--- config.mk ---
export PLATFORM = sky130hd
export DESIGN_NAME = cmd_scheduler
export DESIGN_NICKNAME = d
export VERILOG_FILES = /design/src/rtl/coproc_pkg.sv /design/src/rtl/cmd_decoder.sv /design/src/rtl/cmd_scheduler.sv
export SDC_FILE = /design/constraint.sdc
export NUM_CORES = 1
export LEC_CHECK = 0
export BUFFER_PORTS_ARGS = -buffer_cell sky130_fd_sc_hd__buf_4
export CAP_MARGIN = 20
export CORE_UTILIZATION = 43
export CTS_BUF_LIST = sky130_fd_sc_hd__clkbuf_4 sky130_fd_sc_hd__clkbuf_8 sky130_fd_sc_hd__clkbuf_16
export DETAILED_ROUTE_END_ITERATION = 8
export HOLD_SLACK_MARGIN = 0.02
export PLACE_DENSITY = 0.73
export SYNTH_ARGS = -nofsm -noshare
export SYNTH_HDL_FRONTEND = slang
export SYNTH_SLANG_ARGS = --single-unit
--- constraint.sdc ---
create_clock -name clk -period 2.7 [get_ports clk]
set_clock_uncertainty 0.2 [all_clocks]
set_input_delay 0.135 -clock clk [delete_from_list [all_inputs] [get_ports clk]]
set_output_delay 0.135 -clock clk [all_outputs]
set_load 0.005 [all_outputs]
--- src/rtl/coproc_pkg.sv ---
// Shared types and constants for the coprocessor command path.
//   state_t : scheduler FSM states
//   op_t    : compute-engine opcodes
//   CMD_*   : two-character ASCII command words (first char in the upper byte)
//   ASCII_LF: command terminator
package coproc_pkg;

  typedef enum logic [1:0] {
    ST_IDLE,
    ST_LOAD,
    ST_COMPUTE,
    ST_ABORT
  } state_t;

  typedef enum logic [1:0] {
    OP_SUM,
    OP_AVG,
    OP_MAX,
    OP_MIN
  } op_t;

  localparam logic [7:0]  ASCII_LF = 8'h0A;

  localparam logic [15:0] CMD_WA = 16'h7761; // "wa"
  localparam logic [15:0] CMD_WB = 16'h7762; // "wb"
  localparam logic [15:0] CMD_SU = 16'h7375; // "su"
  localparam logic [15:0] CMD_AV = 16'h6176; // "av"
  localparam logic [15:0] CMD_MX = 16'h6d78; // "mx"
  localparam logic [15:0] CMD_MN = 16'h6d6e; // "mn"

endpackage

--- src/rtl/cmd_decoder.sv ---
// Command window and decoder.
//   clk, rst     : clock, async active-high reset
//   rx_data/ready: UART byte and its 1-cycle strobe
//   idle         : scheduler is in IDLE (window only shifts and decodes here)
//   clear        : scheduler is returning to IDLE; window is wiped
//   cmd_valid    : LF seen in IDLE and the two preceding bytes form a known command
//   cmd_is_load  : decoded command is a bank load (bank selects A/B)
//   op           : decoded compute opcode
//   cmd_unknown  : LF seen in IDLE but the window holds no known command
module cmd_decoder
  import coproc_pkg::*;
(
  input  logic       clk,
  input  logic       rst,
  input  logic [7:0] rx_data,
  input  logic       rx_ready,
  input  logic       idle,
  input  logic       clear,
  output logic       cmd_valid,
  output logic       cmd_is_load,
  output logic       bank,
  output op_t        op,
  output logic       cmd_unknown
);

  logic [23:0] window_q, window_d;
  logic        lf_strobe;
  logic        known;

  // Oldest byte is kept for history only; decode looks at the last two.
  logic unused_oldest;
  assign unused_oldest = ^window_q[23:16];

  always_comb begin
    lf_strobe   = idle && rx_ready && (rx_data == ASCII_LF);
    known       = 1'b1;
    cmd_is_load = 1'b0;
    bank        = 1'b0;
    op          = OP_SUM;
    case (window_q[15:0])
      CMD_WA: cmd_is_load = 1'b1;
      CMD_WB: begin
        cmd_is_load = 1'b1;
        bank        = 1'b1;
      end
      CMD_SU: op = OP_SUM;
      CMD_AV: op = OP_AVG;
      CMD_MX: op = OP_MAX;
      CMD_MN: op = OP_MIN;
      default: known = 1'b0;
    endcase
    cmd_valid   = lf_strobe && known;
    cmd_unknown = lf_strobe && !known;

    // Any decode wipes the window so leftover bytes can never pair with
    // later input to form a command.
    if (clear || lf_strobe) begin
      window_d = '0;
    end else if (idle && rx_ready) begin
      window_d = {window_q[15:0], rx_data};
    end else begin
      window_d = window_q;
    end
  end

  always_ff @(posedge clk or posedge rst) begin
    if (rst) window_q <= '0;
    else     window_q <= window_d;
  end

endmodule

--- src/rtl/cmd_scheduler.sv ---
// Top-level coprocessor sequencer: parses "xx\n" commands, starts the bank
// loader or compute engine, and owns the bank A / bank B BRAM ports.
//   rx_data/rx_ready          : UART receive byte + strobe
//   ld_start/ld_bank/ld_abort : loader control (registered)
//   ld_done, ld_en/we/addr/din: loader status and BRAM request
//   cp_start/cp_op            : compute control (registered)
//   cp_done, cp_en/cp_addr    : compute status and read request (both banks)
//   a_*, b_*                  : bank A / bank B BRAM ports
//   busy, cmd_err             : status (registered)
module cmd_scheduler
  import coproc_pkg::*;
#(
  parameter int unsigned AW          = 10,
  parameter int unsigned TIMEOUT_CYC = 100_000_000
) (
  input  logic          clk,
  input  logic          rst,
  input  logic [7:0]    rx_data,
  input  logic          rx_ready,
  output logic          ld_start,
  output logic          ld_bank,
  output logic          ld_abort,
  input  logic          ld_done,
  input  logic          ld_en,
  input  logic          ld_we,
  input  logic [AW-1:0] ld_addr,
  input  logic [7:0]    ld_din,
  output logic          cp_start,
  output logic [1:0]    cp_op,
  input  logic          cp_done,
  input  logic          cp_en,
  input  logic [AW-1:0] cp_addr,
  output logic          a_en,
  output logic          a_we,
  output logic [AW-1:0] a_addr,
  output logic [7:0]    a_din,
  output logic          b_en,
  output logic          b_we,
  output logic [AW-1:0] b_addr,
  output logic [7:0]    b_din,
  output logic          busy,
  output logic          cmd_err
);

  localparam int unsigned    CNT_W    = (TIMEOUT_CYC > 1) ? $clog2(TIMEOUT_CYC) : 1;
  localparam logic [CNT_W-1:0] CNT_LAST = CNT_W'(TIMEOUT_CYC - 1);

  state_t           state_q, state_d;
  logic [CNT_W-1:0] cnt_q, cnt_d;
  logic             ld_start_q, ld_start_d;
  logic             ld_abort_q, ld_abort_d;
  logic             ld_bank_q, ld_bank_d;
  logic             cp_start_q, cp_start_d;
  op_t              cp_op_q, cp_op_d;
  logic             cmd_err_q, cmd_err_d;
  logic             busy_q, busy_d;

  logic dec_valid, dec_is_load, dec_bank, dec_unknown, win_clear;
  op_t  dec_op;

  cmd_decoder u_decoder (
    .clk        (clk),
    .rst        (rst),
    .rx_data    (rx_data),
    .rx_ready   (rx_ready),
    .idle       (state_q == ST_IDLE),
    .clear      (win_clear),
    .cmd_valid  (dec_valid),
    .cmd_is_load(dec_is_load),
    .bank       (dec_bank),
    .op         (dec_op),
    .cmd_unknown(dec_unknown)
  );

  always_comb begin
    state_d    = state_q;
    cnt_d      = cnt_q;
    ld_start_d = 1'b0;
    ld_abort_d = 1'b0;
    cp_start_d = 1'b0;
    cmd_err_d  = 1'b0;
    ld_bank_d  = ld_bank_q;
    cp_op_d    = cp_op_q;
    case (state_q)
      ST_IDLE: begin
        if (dec_valid) begin
          if (dec_is_load) begin
            state_d    = ST_LOAD;
            ld_bank_d  = dec_bank;
            ld_start_d = 1'b1;
          end else begin
            state_d    = ST_COMPUTE;
            cp_op_d    = dec_op;
            cp_start_d = 1'b1;
          end
        end else if (dec_unknown) begin
          cmd_err_d = 1'b1;
        end
      end
      ST_LOAD: begin
        // ld_done takes priority over a timeout landing in the same cycle.
        if (ld_done) begin
          state_d = ST_IDLE;
        end else if (rx_ready) begin
          cnt_d = '0;
        end else if (cnt_q == CNT_LAST) begin
          state_d    = ST_ABORT;
          ld_abort_d = 1'b1;
        end else begin
          cnt_d = cnt_q + CNT_W'(1);
        end
      end
      ST_ABORT: state_d = ST_IDLE;
      ST_COMPUTE: begin
        if (rx_ready && (rx_data == ASCII_LF)) cmd_err_d = 1'b1;
        if (cp_done) state_d = ST_IDLE;
      end
      default: state_d = ST_IDLE;
    endcase
    // Counter starts from zero on every LOAD entry.
    if (state_d != ST_LOAD) cnt_d = '0;
    busy_d    = (state_d != ST_IDLE);
    win_clear = (state_q != ST_IDLE) && (state_d == ST_IDLE);
  end

  always_ff @(posedge clk or posedge rst) begin
    if (rst) begin
      state_q    <= ST_IDLE;
      cnt_q      <= '0;
      ld_start_q <= 1'b0;
      ld_abort_q <= 1'b0;
      ld_bank_q  <= 1'b0;
      cp_start_q <= 1'b0;
      cp_op_q    <= OP_SUM;
      cmd_err_q  <= 1'b0;
      busy_q     <= 1'b0;
    end else begin
      state_q    <= state_d;
      cnt_q      <= cnt_d;
      ld_start_q <= ld_start_d;
      ld_abort_q <= ld_abort_d;
      ld_bank_q  <= ld_bank_d;
      cp_start_q <= cp_start_d;
      cp_op_q    <= cp_op_d;
      cmd_err_q  <= cmd_err_d;
      busy_q     <= busy_d;
    end
  end

  assign ld_start = ld_start_q;
  assign ld_abort = ld_abort_q;
  assign ld_bank  = ld_bank_q;
  assign cp_start = cp_start_q;
  assign cp_op    = cp_op_q;
  assign cmd_err  = cmd_err_q;
  assign busy     = busy_q;

  // Port ownership follows the registered state; write enables only in LOAD.
  always_comb begin
    a_en = 1'b0; a_we = 1'b0; a_addr = '0; a_din = '0;
    b_en = 1'b0; b_we = 1'b0; b_addr = '0; b_din = '0;
    case (state_q)
      ST_LOAD: begin
        if (!ld_bank_q) begin
          a_en = ld_en; a_we = ld_we; a_addr = ld_addr; a_din = ld_din;
        end else begin
          b_en = ld_en; b_we = ld_we; b_addr = ld_addr; b_din = ld_din;
        end
      end
      ST_COMPUTE: begin
        a_en = cp_en; a_addr = cp_addr;
        b_en = cp_en; b_addr = cp_addr;
      end
      default: ;
    endcase
  end

endmodule

Yosys cells after proc, flatten, opt, wreduce, memory -nomap -nowiden --
Index checks and enable logic that the tools add are counted. W data, S select, Z words.
Storage, ports and cells: memory bits (read-only) 0, bits of input ports 44, memories 0, latch bits 0, output and inout port bits 48, register bits after elaboration 53, memory bits (writable) 0
Cells by class: eq/ne operators 14, multipliers 0, div/mod/pow operators 0, reductions and logical operators 19, $add $sub $neg 1, magnitude comparators 0, mux-type cells 48, bitwise operators 1, shifts and indexed selects 0
Operator list (count):
- $mux W27 | 5
- $eq A16 B15 Y1 const B | 6
- $pmux W10 S2 | 2
- $mux W16 | 2
- $mux W8 | 4
- $add A27 B1 Y27 const B | 1
- $eq A27 B27 Y1 const B | 1
- $mux W1 | 22
- $mux W10 | 2
- $mux W2 | 6
- $reduce_and A3 Y1 | 3
- $eq A8 B4 Y1 const B | 1
- $pmux W2 S4 | 1
- $reduce_bool A2 Y1 | 4
- $logic_and A1 B1 Y1 | 6
- $pmux W1 S2 | 3
- $pmux W2 S3 | 1
- $reduce_or A6 Y1 | 1
- $eq A2 B2 Y1 const B | 2
- $logic_not A2 Y1 | 2
- $ne A2 B1 Y1 const B | 2
- $ne A3 B2 Y1 const B | 1
- $eq A2 B1 Y1 const B | 1
- $reduce_or A2 Y1 | 1
- other kinds (3) | 3

Longest topological paths before layout --
word-level depth 10, gate-level depth with buffers 11

Hierarchy --
Synthesis repeated with hierarchy kept, for this count alone.
Unflattened totals: cell total of the unflattened synthesis 391, area total of the unflattened synthesis 3438.3 um^2
Modules (own cells, without submodules):
- cmd_scheduler | area an instance 2647.5 um^2, cells each 320, times used 1
- cmd_decoder | area an instance 790.8 um^2, cells each 71, times used 1

Least setup slack after synthesis --
Ideal clock, no wire load.
path kind register to register, start point register state_q[1], end point register cnt_q[17], data required time 2.421 ns, arrival time 2.404 ns, period minus slack after synthesis 2.683 ns, slack 0.017 ns, cell stages (with the launch flop) 12, setup time 0.079 ns, cell sequence dfrtp_1 inv_1 ha_1 and2_4 buf_6 and3_2 a21bo_2 a21o_1 and3_4 buf_6 or4_1 a21oi_1
On the way: longest elaborated chain between the ends 9, elaborated cells on any way between the ends 19, classes of those cells eq/ne (6); mux (7); reduce/logical (6)
RTL lines:
- start: declaration | line cmd_scheduler.sv:48 | state_t state_q, state_d;
- start signal: assignment | line cmd_scheduler.sv:138 | state_q <= state_d;
- $logic_not A2 Y1 | line cmd_scheduler.sv:66, cmd_scheduler.sv:84
- $logic_and A1 B1 Y1 (2 in a row) | line cmd_decoder.sv:35 | lf_strobe = idle && rx_ready && (rx_data == ASCII_LF);
- $logic_and A1 B1 Y1 | line cmd_decoder.sv:52 | cmd_valid = lf_strobe && known;
- $mux W2 | line cmd_scheduler.sv:86 | if (dec_valid) begin
- $pmux W2 S4 | line cmd_scheduler.sv:84 | case (state_q)
- $ne A2 B1 Y1 | line cmd_scheduler.sv:121 | if (state_d != ST_LOAD) cnt_d = '0;
- $ne A3 B2 Y1 (no line) (tied with other cells)
- $reduce_and A3 Y1 (no line)
- end signal: assignment | line cmd_scheduler.sv:139 | cnt_q <= cnt_d;
- end: declaration | line cmd_scheduler.sv:49 | logic [CNT_W-1:0] cnt_q, cnt_d;
Parallel ways exist; a longest one is shown, timed or not. A chain may end at the register's enable or synchronous reset.

Worst setup path in the final report --
start point input rx_data[0], end point register cnt_q[21]
On the way: longest elaborated chain between the ends 8, elaborated cells on any way between the ends 11, classes of those cells eq/ne (4); mux (3); reduce/logical (4)
RTL lines:
- start: declaration | line cmd_scheduler.sv:18 | input logic [7:0] rx_data,
- $eq A8 B4 Y1 (*) | line cmd_decoder.sv:35
- $logic_and A1 B1 Y1 (*) | line cmd_decoder.sv:35
- $logic_and A1 B1 Y1 (*) | line cmd_decoder.sv:52
- $mux W2 (*) | line cmd_scheduler.sv:86
- $pmux W2 S4 (*) | line cmd_scheduler.sv:84
- $ne A2 B1 Y1 (*) | line cmd_scheduler.sv:121
- $ne A3 B2 Y1 (no line) (tied with other cells)
- $reduce_and A3 Y1 (no line)
Mark *: on every way between the ends. The rest lies on a longest branch, timed or not.

==> impl_metrics.env <==
export IMPL_drt_pass1_iter_count=5
export IMPL_placed_area_um2=4380
export IMPL_stdcell_area_um2=4810
export IMPL_die_area_um2=8410
export IMPL_viasPerCell=5.65
export IMPL_relSlewSlack_pct=56.5
export IMPL_synth_adder_area_share_pct=1.45
export IMPL_drv_cap=0
export IMPL_finalWirelength_um=9590
export IMPL_timing_max_transition_violations_final=0
export IMPL_netlist_instances=400
export IMPL_avgSynthCellArea_um2=8.66
export IMPL_syn_to_final_growth_pct=39.1
export IMPL_synthTopCellsByArea="dfrtp_1 38%, nand2_1 6.5%, a21boi_0 4.8%"
export IMPL_pwr_share_seq_pct=50.8
export IMPL_crit_fanout=7
export IMPL_syn_nets=448
export IMPL_min_period_ns=2.67
export IMPL_synthesis_area_um2=3460
export IMPL_cts_tree="done"
export IMPL_synth_simple_area_share_pct=31.7
export IMPL_endpoint_kind="flip-flop"
export IMPL_grt_pass1_vias=3053
export IMPL_core_um2=7770
export IMPL_synth_edff_count=0
export IMPL_start_kind="primary input"
export IMPL_fin_setup_tns_ns=0
export IMPL_ys_types=61
export IMPL_io_pins=92
export IMPL_hold_viol=0
export IMPL_clock_sinks=53
export IMPL_synth_area_mux_share_pct=2.10
export IMPL_num_rows=32
export IMPL_clock_power_share_pct=38.1
export IMPL_dieHeight_um=91.7
export IMPL_required_ns=2.74
export IMPL_dp_hpwl_um=6540
export IMPL_min_path_type="in2reg"
export IMPL_root_buffer="clkbuf_8"
export IMPL_combPwrFrac_pct=11.1
export IMPL_period_share_pct=98.9
export IMPL_power_density_nw_per_um2=344
export IMPL_port_buffers=91
export IMPL_worstMarginPinSlew_ns=0.653
export IMPL_clkTransAtPathRegs_ns=0.10
export IMPL_synth_top_family_by_area="simple AND/OR/NAND/NOR gates"
export IMPL_grt_antenna_before_repair=0
export IMPL_drive_above_1_share_pct=35.6
export IMPL_irDropWorstVdd_uv=307
export IMPL_synth_main_ff_cell="dfrtp_1"
export IMPL_grt_overflow=0
export IMPL_outcome="completed"
export IMPL_swShare_pct=22.0
export IMPL_synth_compound_area_share_pct=21.8
export IMPL_yosysTopAreaCell="dfrtp_1"
export IMPL_synth_top_cells_by_count="60 x nand2_1, 53 x dfrtp_1, 28 x nor2_1"
export IMPL_switchingPower_mw=0.365
export IMPL_nets=570
export IMPL_worst_ep_arrival_time_ns=2.71
export IMPL_cts_buffers=5
export IMPL_routabilityCongestion=0.830
export IMPL_setup_viol=0
export IMPL_grt_pass1_wl_um=14900
export IMPL_vias=3532
export IMPL_intPower_mw=1.29
export IMPL_finalPower_mw=1.66
export IMPL_start_util_pct=44.6
export IMPL_whs_ns=0.104
export IMPL_h_tree_depth=2
export IMPL_synth_xor_area_share_pct=0.253
export IMPL_wl_per_cell_um=15.3
export IMPL_ys_ff_latch=53
export IMPL_drt_iter0_drc=283
export IMPL_drc=0
export IMPL_grt_max_degree=54
export IMPL_p_leak_nw=2.15
export IMPL_synth_top_area_share_pct=38.3
export IMPL_n_antenna_cell=0
export IMPL_fmax_mhz=375
export IMPL_nFillCells=632
export IMPL_synth_most_common_cell="nand2_1"
export IMPL_yosysWarnings=0
export IMPL_synth_async_sr_flop_share_pct=100
export IMPL_dieWidth_um=91.7
export IMPL_cts_buffer_depth=2
export IMPL_critPathKind="in2reg"
export IMPL_ant_nets=0
export IMPL_clk_latency_ns=0.30
export IMPL_track_usage_pct=21.6
export IMPL_synth_yosys_seq_area_share_pct=38.3
[flip-flops by register name, indices dropped and copies added, names as in the netlist, 2 cells and up]
register,count
cnt_q,27
u_decoder.window_q,16
state_q,2
cp_op,2
[layout make-up]
cell class              count  area (µm²)  area share, %
clock inverters             3        65.1           1.35
multi-input cells         315        2080           43.2
clock buffers               5        68.8           1.43
flip-flops and latches     53        1330           27.5
repair buffers            137        1110           23.0
inverters                  10        37.5          0.780
well taps                 102         128           2.65
[critical path, cell delays in order]
cell and delay, ns:
dlygate4sd3_1 0.54, buf_4 0.14, nor4bb_2 0.25, buf_4 0.16, and3_4 0.18, a21bo_4 0.23, a21o_1 0.21, and3_4 0.21
or4_4 0.51, a21oi_2 0.13
[worst paths after layout]
check	from	endpoint	slack (ns)	cells past startpoint
setup reg to reg	cnt_q[18]	u_decoder.window_q[13]	0.05	8
min in group asynchronous	rst	ld_abort	0.36	4
max in group asynchronous	rst	cnt_q[18]	1.50	4
setup / recovery	rx_data[0]	cnt_q[21]	0.03	10
hold reg to reg	cp_op[1]	cp_op[1]	0.32	1
hold / removal	rx_data[2]	u_decoder.window_q[2]	0.10	3
[cells by family after synthesis]
family          after synthesis
xor+xnor                      1
buf+inv                      32
compound gates              104
flops                        53
mux                           7
simple gates                199
fa+ha+maj                     4
[repair_timing]
action                                 CTS  global route
setup endpoints to repair                0            37
hold buffers                            10             0
endpoints found under the hold margin   62             0
setup buffers                            0            10
gates resized for setup                  0            26
[routing by layer]
metal | vias to the layer above | share of wire [%] | GRT usage [%]
met5 | - | 0 | 0
met4 | 0 | 0.91 | 5.47
met3 | 8 | 6.1 | 2.82
met2 | 129 | 49 | 34.3
met1 | 1692 | 44 | 31.0
li1 | 1703 | - | -
[power groups by stage]
stage | clock network [mW] | logic [mW] | registers, mW
floorplan | 0 | 0.0803 | 0.850
global placement | 0 | 0.156 | 0.854
detailed placement | 0 | 0.160 | 0.855
CTS | 0.648 | 0.172 | 0.840
global route | 0.679 | 0.198 | 0.845
finish | 0.631 | 0.183 | 0.842
[cell usage in the layout (no fill, tap or decap), types with 3 or more instances in the layout]
cell type      synthesis  layout
or3_1                  7       7
inv_1                 10       9
a21boi_0              22      22
dlygate4sd3_1          0       8
and3_1                11      11
nor4_1                 8       6
and2_1                12      12
dfrtp_1               53      53
a31oi_1                3       3
nand3b_1               3       3
mux2i_1                5       5
clkbuf_8               0       5
nand3_1               17      16
nand4_1                9       9
a2bb2oi_1             10       9
nor2_1                28      28
a22o_1                 3       3
nand4b_1               3       3
a21oi_1               27      24
nand2_1               60      60
o21ai_0               13      13
nor4_4                 1       3
buf_4                  1     122
nor3_1                 9       8
ha_1                   4       3
a22o_2                13      13
o31ai_1                5       5
a21oi_2                0       3
[metrics by stage]
step	setup WS, ns	instances	util [%]
floorplan	0.0174	400	-
global placement	0.156	598	56.4
detailed placement	0.109	598	56.4
CTS	0.00448	616	59.4
global route	-0.0416	625	62.0
finish	0.0301	625	62.0
Power figures use the tool's default switching activity.
